<file path="src/rtl/fifo_wr_arbiter_pkg.sv">
// Shared types and default sizing for the FIFO write-port arbiter.
package fifo_arb_pkg;

  localparam int unsigned NUM_REQ_DEF    = 4;
  localparam int unsigned DATA_WIDTH_DEF = 128;
  localparam int unsigned MAX_BURST_DEF  = 4;

  typedef enum logic {
    IDLE  = 1'b0,
    BURST = 1'b1
  } arb_state_e;

  // Increment modulo n, for pointers where n need not be a power of two.
  function automatic int unsigned wrap_inc(input int unsigned v, input int unsigned n);
    return (v + 1 >= n) ? 0 : v + 1;
  endfunction

endpackage

</file>
<file path="src/rtl/fifo_wr_arbiter_if.sv">
// Requester bundle plus FIFO write port seen by the arbiter.
interface fifo_wr_arbiter_if
  import fifo_arb_pkg::*;
#(
  parameter int unsigned NUM_REQ    = NUM_REQ_DEF,
  parameter int unsigned DATA_WIDTH = DATA_WIDTH_DEF
);

  localparam int unsigned IDX_W = $clog2(NUM_REQ);

  logic [NUM_REQ-1:0]                 req;
  logic [NUM_REQ-1:0][DATA_WIDTH-1:0] req_data;
  logic [NUM_REQ-1:0]                 ack;
  logic                               fifo_full;
  logic                               fifo_almost_full;
  logic                               fifo_wr_en;
  logic [DATA_WIDTH-1:0]              fifo_wr_data;
  logic [IDX_W-1:0]                   owner;
  logic                               busy;

  modport master (
    input  req, req_data, fifo_full, fifo_almost_full,
    output ack, fifo_wr_en, fifo_wr_data, owner, busy
  );

  modport slave (
    output req, req_data, fifo_full, fifo_almost_full,
    input  ack, fifo_wr_en, fifo_wr_data, owner, busy
  );

endinterface

</file>
<file path="src/rtl/fifo_wr_arbiter_rr_picker.sv">
// Combinational round-robin search: first set request at or after ptr_i, wrapping.
module rr_picker
  import fifo_arb_pkg::*;
#(
  parameter int unsigned NUM_REQ = NUM_REQ_DEF
) (
  input  logic [NUM_REQ-1:0]         req_i,
  input  logic [$clog2(NUM_REQ)-1:0] ptr_i,
  output logic [$clog2(NUM_REQ)-1:0] idx_o,
  output logic                       found_o
);

  localparam int unsigned IDX_W = $clog2(NUM_REQ);
  localparam int unsigned CW    = IDX_W + 1;

  logic [CW-1:0] cand;

  always_comb begin
    idx_o   = '0;
    found_o = 1'b0;
    cand    = '0;
    for (int unsigned ofs = 0; ofs < NUM_REQ; ofs++) begin
      cand = {1'b0, ptr_i} + CW'(ofs);
      if (cand >= CW'(NUM_REQ)) begin
        cand = cand - CW'(NUM_REQ);
      end
      if (!found_o && req_i[cand[IDX_W-1:0]]) begin
        found_o = 1'b1;
        idx_o   = cand[IDX_W-1:0];
      end
    end
  end

endmodule

</file>
<file path="src/rtl/fifo_wr_arbiter.sv">
// Round-robin burst arbiter sharing one FIFO write port among NUM_REQ requesters.
// Write strobe, data and ack are combinational from the registered grant state.
module fifo_wr_arbiter
  import fifo_arb_pkg::*;
#(
  parameter int unsigned NUM_REQ    = NUM_REQ_DEF,
  parameter int unsigned DATA_WIDTH = DATA_WIDTH_DEF,
  parameter int unsigned MAX_BURST  = MAX_BURST_DEF
) (
  input  logic              clk,
  input  logic              rst,
  fifo_wr_arbiter_if.master bus
);

  localparam int unsigned IDX_W = $clog2(NUM_REQ);
  localparam int unsigned CNT_W = $clog2(MAX_BURST + 1);

  arb_state_e       state_q, state_d;
  logic [IDX_W-1:0] rr_ptr_q, rr_ptr_d;
  logic [IDX_W-1:0] owner_q, owner_d;
  logic [CNT_W-1:0] burst_cnt_q, burst_cnt_d;

  logic [IDX_W-1:0] pick_idx;
  logic             pick_found;
  logic [CNT_W-1:0] cnt_inc;
  logic             wr_ok;
  logic             leave;

  rr_picker #(
    .NUM_REQ (NUM_REQ)
  ) u_picker (
    .req_i   (bus.req),
    .ptr_i   (rr_ptr_q),
    .idx_o   (pick_idx),
    .found_o (pick_found)
  );

  always_ff @(posedge clk) begin
    if (rst) begin
      state_q     <= IDLE;
      rr_ptr_q    <= '0;
      owner_q     <= '0;
      burst_cnt_q <= '0;
    end else begin
      state_q     <= state_d;
      rr_ptr_q    <= rr_ptr_d;
      owner_q     <= owner_d;
      burst_cnt_q <= burst_cnt_d;
    end
  end

  assign cnt_inc = burst_cnt_q + CNT_W'(1);

  always_comb begin
    state_d          = state_q;
    rr_ptr_d         = rr_ptr_q;
    owner_d          = owner_q;
    burst_cnt_d      = burst_cnt_q;
    wr_ok            = 1'b0;
    leave            = 1'b0;
    bus.ack          = '0;
    bus.fifo_wr_en   = 1'b0;
    bus.fifo_wr_data = DATA_WIDTH'(0);
    bus.owner        = owner_q;
    bus.busy         = 1'b0;

    case (state_q)
      IDLE: begin
        if (pick_found && !bus.fifo_full) begin
          owner_d     = pick_idx;
          burst_cnt_d = '0;
          state_d     = BURST;
        end
      end
      BURST: begin
        bus.busy = 1'b1;
        wr_ok    = bus.req[owner_q] && !bus.fifo_full;
        if (wr_ok) begin
          bus.ack[owner_q] = 1'b1;
          bus.fifo_wr_en   = 1'b1;
          bus.fifo_wr_data = bus.req_data[owner_q];
          burst_cnt_d      = cnt_inc;
          leave            = (cnt_inc == CNT_W'(MAX_BURST)) || bus.fifo_almost_full;
        end else if (!bus.req[owner_q]) begin
          leave = 1'b1;
        end
        // A full FIFO with the owner still requesting simply holds the burst.
        if (leave) begin
          state_d  = IDLE;
          rr_ptr_d = IDX_W'(wrap_inc(32'(owner_q), NUM_REQ));
        end
      end
      default: state_d = IDLE;
    endcase

    // Reset aborts a burst in the same cycle, so nothing may be written then.
    if (rst) begin
      bus.ack          = '0;
      bus.fifo_wr_en   = 1'b0;
      bus.fifo_wr_data = DATA_WIDTH'(0);
      bus.busy         = 1'b0;
    end
  end

  a_ack_onehot : assert property (@(posedge clk) $onehot0(bus.ack));
  a_wr_is_ack  : assert property (@(posedge clk) bus.fifo_wr_en == (|bus.ack));
  a_no_ovf     : assert property (@(posedge clk) !(bus.fifo_wr_en && bus.fifo_full));

endmodule

</file>
<file path="src/flat_wrapper.sv">
// flat-port wrapper written by rule: the top's interface ports become plain ports
module fifo_wr_arbiter_flat import fifo_arb_pkg::*;
#(
  parameter int unsigned NUM_REQ    = NUM_REQ_DEF,
  parameter int unsigned DATA_WIDTH = DATA_WIDTH_DEF,
  parameter int unsigned MAX_BURST  = MAX_BURST_DEF
)
  (clk, rst, bus_req, bus_req_data, bus_fifo_full, bus_fifo_almost_full, bus_ack, bus_fifo_wr_en, bus_fifo_wr_data, bus_owner, bus_busy);
  fifo_wr_arbiter_if #(.NUM_REQ(NUM_REQ), .DATA_WIDTH(DATA_WIDTH)) bus_i ();
  input  logic clk;
  input  logic rst;
  input wire logic [$bits(bus_i.req)-1:0] bus_req;
  input wire logic [$bits(bus_i.req_data)-1:0] bus_req_data;
  input wire logic [$bits(bus_i.fifo_full)-1:0] bus_fifo_full;
  input wire logic [$bits(bus_i.fifo_almost_full)-1:0] bus_fifo_almost_full;
  output wire logic [$bits(bus_i.ack)-1:0] bus_ack;
  output wire logic [$bits(bus_i.fifo_wr_en)-1:0] bus_fifo_wr_en;
  output wire logic [$bits(bus_i.fifo_wr_data)-1:0] bus_fifo_wr_data;
  output wire logic [$bits(bus_i.owner)-1:0] bus_owner;
  output wire logic [$bits(bus_i.busy)-1:0] bus_busy;
  assign bus_i.req = bus_req;
  assign bus_i.req_data = bus_req_data;
  assign bus_i.fifo_full = bus_fifo_full;
  assign bus_i.fifo_almost_full = bus_fifo_almost_full;
  assign bus_ack = bus_i.ack;
  assign bus_fifo_wr_en = bus_i.fifo_wr_en;
  assign bus_fifo_wr_data = bus_i.fifo_wr_data;
  assign bus_owner = bus_i.owner;
  assign bus_busy = bus_i.busy;
  fifo_wr_arbiter #(.NUM_REQ(NUM_REQ), .DATA_WIDTH(DATA_WIDTH), .MAX_BURST(MAX_BURST)) u_core (.clk(clk), .rst(rst), .bus(bus_i));
endmodule
</file>
<file path="config.mk">
export PLATFORM = sky130hd
export DESIGN_NAME = fifo_wr_arbiter_flat
export DESIGN_NICKNAME = d
export VERILOG_FILES = /design/src/rtl/fifo_wr_arbiter_pkg.sv /design/src/rtl/fifo_wr_arbiter_if.sv /design/src/rtl/fifo_wr_arbiter_rr_picker.sv /design/src/rtl/fifo_wr_arbiter.sv /design/src/flat_wrapper.sv
export SDC_FILE = /design/constraint.sdc
export NUM_CORES = 1
export LEC_CHECK = 0
export CAP_MARGIN = 10
export CELL_PAD_IN_SITES_DETAIL_PLACEMENT = 1
export CELL_PAD_IN_SITES_GLOBAL_PLACEMENT = 2
export CORE_AREA = 2 2 258 260
export CTS_CLUSTER_SIZE = 16
export DETAILED_ROUTE_END_ITERATION = 10
export DIE_AREA = 0 0 260 262
export HOLD_SLACK_MARGIN = 0.05
export PLACE_DENSITY = 0.55
export RECOVER_POWER = 50
export SLEW_MARGIN = 25
export SYNTH_ARGS = -nofsm -noshare
export SYNTH_HDL_FRONTEND = slang
export SYNTH_HIERARCHICAL = 1
export SYNTH_SLANG_ARGS = --single-unit
</file>
<file path="constraint.sdc">
create_clock -name clk -period 4.9 [get_ports clk]
set_clock_uncertainty 0.1 [all_clocks]
set_input_delay 0.98 -clock clk [delete_from_list [all_inputs] [get_ports clk]]
set_output_delay 0.98 -clock clk [all_outputs]
set_load 0.03 [all_outputs]
</file>
==> metrics.md, run 1 <==
| Metric | Value |
|---|---|
| Outcome | `finished clean` |
| Adder-Cell Fraction of Synth Area | `1.648%` |
| Root buffer cell | `clkbuf_16` |
| Max Root-Sink Buffers | `2` |
| Peak supply drop | `54.31 uV` |
| Register area share after synthesis | `3.516%` |
| Warnings, synthesis | `6` |
| Req. time, crit path | `approximately 3.8 ns` |
| Die Y-Extent | `262 um` |
| Nets | `~1500` |
| Via-to-Cell Ratio | `3.357` |
| # clock sinks | `8` |
| Final HPWL DP | `36.63 mm` |
| Multiplexer share of the synthesized area | `64.70%` |
| CP arrival | `about 3.5 ns` |
| Critical path class | `in -> out` |
| Simple-Gate Fraction of Synth Area | `between 20% and 30%` |
| Final Cycle Share | `92.54%` |
| Layout cell share with drive strength beyond 1 | `18.02%` |
| CTS tree | `built` |
| DRC viols | `0` |
| Core area | `~0.065 mm^2` |
| Final hold vios | `0` |
| Vias in the first global route | `about 7100` |
| Worst setup SP type | `input pin` |
| Die extent in x | `260 um` |
| Xor/xnor cell area share of the yosys netlist | `0.1923%` |
| Post-Syn Area per Cell | `12.08 um^2` |
| Largest area contributor in the netlist | `mux4_2` |
| Compound-Gate Fraction of Synth Area | `between 2 and 2.5%` |
| CP Max Fanout | `45` |
| Initial Utilization | `6.977%` |
| Total CTS buffers | `3` |
| Ranking of synthesized cells by area | `mux4_2, nor2b_1, dfxtp_1, buf_4, buf_2` |
| Most frequent cells in the layout | `clkdlybuf4s50_1, nor2b_1, mux4_2` |
| Top-area cell type share of the netlist area | `63.79%` |
| First-pass GRT wire length | `53.52 mm` |
| Fin. max-slew vios | `0` |
| GRT overflow | `0` |
| Htree depth | `1` |
| Static leakage | `0.003719 uW` |
| Post-route setup TNS | `0 ns` |
| DRT antenna net count | `0` |
| WL per Instance | `21.87 um` |
| Area grow syn2layout | `161.9%` |
| Initial antenna violation count | `20` |
| Netlist Area Pre-Place | `about 0.0046 mm^2` |
| Main combinational cell family by area after synthesis | `multiplexers` |
| Worst-margin pin slew | `0.7227 ns` |
| Commonest non-fill, non-tap cell in the layout | `clkdlybuf4s50_1` |
| Fillers | `7573` |
| RSZ-0062 raised after global routing | `false` |
| DRT iter0 DRCs | `240` |
| Pre-antenna DRT Iters | `4` |
| Worst-skew pair later-pin latency | `0.23 ns` |
| Post-synth cell types | `31` |
| Power per cell area | `89.01 mW/mm^2` |
| Slew margin rel. | `51.72%` |
| # port buffers | `around 660` |
| Rows | `94` |
| Final Critical Period | `4.535 ns` |
| Max Freq | `220.5 MHz` |
| Die ar. | `approximately 0.068 mm^2` |
| CP endpoint kind | `output port` |
| Final setup vio count | `0` |
| Post-CTS setup buffers | `0` |
| Syn Inst Count | `377` |
| Place WS | `0.4715 ns` |
| Vias | `6274` |
| Final setup margin | `0.3655 ns` |
| Largest net degree at the start of global routing | `71` |
| DRT Wirelength | `about 41 mm` |
| I/O Pins | `656` |
| CTS clk-pin slew, worst paths | `~0.040 ns` |
| Hold buffer count at CTS | `0` |
| Post-CTS Resized | `0` |
| #FFs+latches synth | `8` |
| Hold Crit Class | `reg -> reg` |
| Placer Congestion | `0.7879` |
| GRT Total Usage | `11.01%` |
| Syn Nets | `903` |
| Max cap viols | `0` |
where the power goes:
part           internal [uW]  switching, uW  total, uW  leakage [uW]
Sequential              68.2           10.4       78.6     0.0000666
Clock                    109           34.9        144     0.0000382
Combinational            592            247        839       0.00361
Yosys cell counts (all sizes together):
cell and instances:
nor2b 131, mux4 129, buf 43, inv 9, dfxtp 8, a21oi 7
nor2 7, ha 6, and2 4, nand2 4, clkbuf 3, mux2i 3
nand3 3, nand3b 3, o21ai 3, nor3 2, nor3b 2, a221o 1
a311oi 1, a31o 1, a31oi 1, and3 1, mux2 1, nand2b 1
o221ai 1, o2bb2ai 1, xnor2 1
layout make-up:
type / instances / area [um^2] / share of cell area, %
multi-input cells: 314 / 4105 / 34.42
diodes: 6 / 15.01 / 0.1259
inverters: 9 / 33.78 / 0.2833
flip-flops and latches: 8 / 167.7 / 1.406
well taps: 864 / 1081 / 9.064
clock buffers: 4 / 78.83 / 0.6609
repair buffers: 664 / 6445 / 54.04
sequential cells by signal, summed over array words and instances (netlist names):
signal	cells
u_core/burst_cnt_q	3
u_core/bus.owner	2
u_core/rr_ptr_q	2
u_core/state_q	1
per-stage QoR:
step / instance area (um^2) / power, uW / cells / hold slack, ns / util (%)
after floorplan: 4554 / 399.2 / 377 / 0.3699 / -
after global placement: 12240 / 939.9 / 1859 / 0.3917 / 18.75
after detailed placement: 12240 / 943.4 / 1859 / 0.4044 / 18.75
after CTS: 12320 / 1093 / 1863 / 0.4130 / 18.87
after global routing: 11920 / 1121 / 1866 / 0.4388 / 18.26
final: 11930 / 1062 / 1869 / 0.4088 / 18.27
worst max-delay path: stages:
cell             delay (ns)
dlygate4sd3_1          0.62
mux4_2                 0.58
nand3_4                0.14
buf_12                 0.23
inv_1                  0.14
and2_1                 0.18
clkdlybuf4s50_1        0.58
metal layers:
layer | wire length [um] | part of all wire (%) | global-route usage [%] | vias up
li1 | - | - | - | 2757
met2 | 21180 | 52 | 20.98 | 428
met5 | 0 | 0 | 0 | -
met4 | 547 | 1.3 | 1.453 | 0
met3 | 3469 | 8.5 | 2.787 | 34
met1 | 15670 | 38 | 12.54 | 3055
cell families after synthesis:
group / count (synthesis)
AOI/OAI and AO/OA: 16
xor gates and xnor gates: 1
adders and majority gates: 6
buffers and inverters: 55
DFF: 8
muxes: 133
and+or+nand+nor: 158
final timing paths:
path / startpoint / slack (ns) / to / cells past startpoint
setup / recovery: bus_req[3] / 0.37 / bus_ack[0] / 7
setup reg to reg: u_core/bus.owner[0] / 2.86 / u_core/rr_ptr_q[0] / 4
hold / removal: u_core/burst_cnt_q[1] / 0.41 / u_core/burst_cnt_q[1] / 2
hold reg to reg: u_core/burst_cnt_q[1] / 0.41 / u_core/burst_cnt_q[1] / 2
Power figures use the tool's default switching activity.
==> run 2: changes to the inputs <==
CORE_AREA = 5 5 253 255   (was 2 2 258 260)
DIE_AREA = 0 0 258 260   (was 0 0 260 262)
PLACE_DENSITY = 0.58   (was 0.55)
SLEW_MARGIN = 20   (was 25)
==> run 2 against run 1 <==
Via count increased by 0.21%. First-iteration DRC count fell by 23%. Worst setup slack better by 0.020 ns. Critical path depth fell by 1. Routed wire length is 7.9% higher. Fmax grew 0.45%. Sequential cell count unchanged. Core utilization increased by 0.92 points. Final area is 1.2% lower. Sequential share of layout area barely moved. Global-route usage rose by 1.2 points. Die area is 1.5% lower. Critical path type unchanged. Largest cell class unchanged.
==> metrics.md, run 2 (synthesized netlist as in run 1, its figures left out) <==
| Metric | Value |
|---|---|
| Outcome | `finished clean` |
| Max Root-Sink Buffers | `2` |
| Static leakage | `0.003648 uW` |
| Commonest non-fill, non-tap cell in the layout | `clkdlybuf4s50_1` |
| Reg2reg path depth | `5` |
| Max cap viols | `0` |
| Final Cycle Share | `92.12%` |
| I/O Pins | `656` |
| DRT iter0 DRCs | `186` |
| CTS clk-pin slew, worst paths | `approximately 0.04 ns` |
| Largest net degree at the start of global routing | `74` |
| Final Critical Period | `about 4.5 ns` |
| Fin. max-slew vios | `0` |
| Worst-skew pair later-pin latency | `~0.23 ns` |
| Final hold vios | `0` |
| Initial antenna violation count | `27` |
| Post-CTS setup buffers | `0` |
| Final setup vio count | `0` |
| Worst Hold End | `u_core/burst_cnt_q[2]` |
| Power per cell area | `roughly 90 mW/mm^2` |
| CP arrival | `3.43 ns` |
| Htree depth | `1` |
| Req. time, crit path | `3.82 ns` |
| Total CTS buffers | `3` |
| Peak supply drop | `71.16 uV` |
| Area grow syn2layout | `158.6%` |
| CTS tree | `built` |
| First-pass GRT wire length | `59.15 mm` |
| Worst setup SP type | `input pin` |
| Biggest register | `u_core/burst_cnt_q` |
| Final setup margin | `0.3860 ns` |
| Worst-margin pin slew | `0.6875 ns` |
| Initial Utilization | `approximately 7.4%` |
| WL per Instance | `approximately 25 um` |
| Die Y-Extent | `260 um` |
| Slew margin rel. | `a little over half` |
| Via-to-Cell Ratio | `around 3.5` |
| Max Freq | `between 200 and 250 MHz` |
| WHS Path Cells | `1` |
| Die extent in x | `about 260 um` |
| Fillers | `slightly above 7000` |
| Place WS | `0.4725 ns` |
| Nets | `1527` |
| # port buffers | `655` |
| Placer Congestion | `around 0.82` |
| Most frequent cells in the layout | `clkdlybuf4s50_1, nor2b_1, mux4_2` |
| Post-route setup TNS | `0 ns` |
| Critical path class | `in -> out` |
| Vias | `6287` |
| Hold buffer count at CTS | `0` |
| Root buffer cell | `clkbuf_16` |
| Die ar. | `0.06708 mm^2` |
| Vias in the first global route | `between 7000 and 8000` |
| Rows | `around 90` |
| DRT Wirelength | `about 44 mm` |
| RSZ-0062 raised after global routing | `false` |
| Core area | `0.06137 mm^2` |
| DRT antenna net count | `0` |
| # clock sinks | `8` |
| Final HPWL DP | `39.55 mm` |
| Post-CTS Resized | `0` |
| CP Max Fanout | `73` |
| Hold Crit Class | `reg -> reg` |
| Min-Delay Startpoint | `u_core/burst_cnt_q[2]` |
| Layout cell share with drive strength beyond 1 | `~16%` |
| GRT overflow | `0` |
| DRC viols | `0` |
| FF-to-FF setup slack | `2.58 ns` |
| Reg-to-reg critical path endpoint | `u_core/rr_ptr_q[0]` |
| GRT Total Usage | `around 12%` |
| Multi-input logic area | `0.004105 mm^2` |
| FF/Latch Area | `~170 um^2` |
| Crit Reg-Reg Startpoint | `u_core/bus.owner[0]` |
| Max FFs per register | `3` |
| CP endpoint kind | `output port` |
| Pre-antenna DRT Iters | `4` |
-- run 2: cell types whose count changed in the layout (fill, tap and decap cells not counted) --
cell	change
buf_12	-9
clkbuf_2	-2
clkbuf_1	+4
buf_4	-13
and2_1	-1
dlygate4sd3_1	+3
and2_0	+1
diode_2	+3
clkdlybuf4s50_1	+18
-- run 2: power by group --
group	internal, uW	total, uW	switching (uW)
logic	591	835	244
registers	68.2	77.2	8.99
clock network	109	142	33.5
-- run 2: metrics by stage --
stage	cells	hold WS, ns	util, %	total power (uW)	instance area [um^2]
2_1_floorplan	377	0.3699	-	399.2	4554
3_3_place_gp	1786	0.3820	19.81	933.9	12160
3_5_place_dp	1786	0.4154	19.81	936.0	12160
4_1_cts	1790	0.4226	19.94	1087	12240
5_1_grt	1797	0.4448	19.18	1112	11770
6_report	1799	0.4195	19.19	1054	11780
-- run 2: area by class of cell --
| class | instances | area share, % |
|---|---|---|
| well taps | 790 | 8.392 |
| multi-input cells | 314 | 34.85 |
| diodes | 9 | 0.1912 |
| inverters | 9 | 0.2868 |
| repair buffers | 665 | 54.19 |
| flip-flops and latches | 8 | 1.423 |
| clock buffers | 4 | 0.6692 |
-- run 2: worst max-delay path by stage --
| stage | startpoint | end | slack (ns) | cells past startpoint |
|---|---|---|---|---|
| 6_report | bus_req[2] | bus_fifo_wr_data[60] | 0.39 | 6 |
| 5_1_grt | bus_req[2] | bus_fifo_wr_en | 0.25 | 6 |
| 4_1_cts | bus_req[2] | bus_fifo_wr_data[50] | 0.47 | 6 |
| 3_5_place_dp | bus_req[2] | bus_fifo_wr_data[50] | 0.47 | 6 |
| 3_3_place_gp | bus_req[2] | bus_fifo_wr_data[69] | 0.54 | 6 |
| 2_1_floorplan | bus_req[1] | bus_fifo_wr_data[117] | 1.71 | 5 |
-- run 2: metal layers --
metal	track usage [%]	part of all wire (%)	vias up
met5	0	0.059	-
met4	3.293	2.6	4
met3	3.641	8.2	50
met2	22.58	52	421
met1	13.62	37	3050
li1	-	-	2762
-- run 2: critical path, cell delays in order --
cell and delay, ns:
dlygate4sd3_1 0.62, mux4_2 0.57, nand3_4 0.14, buf_12 0.29
nor2b_1 0.11, clkdlybuf4s50_1 0.61
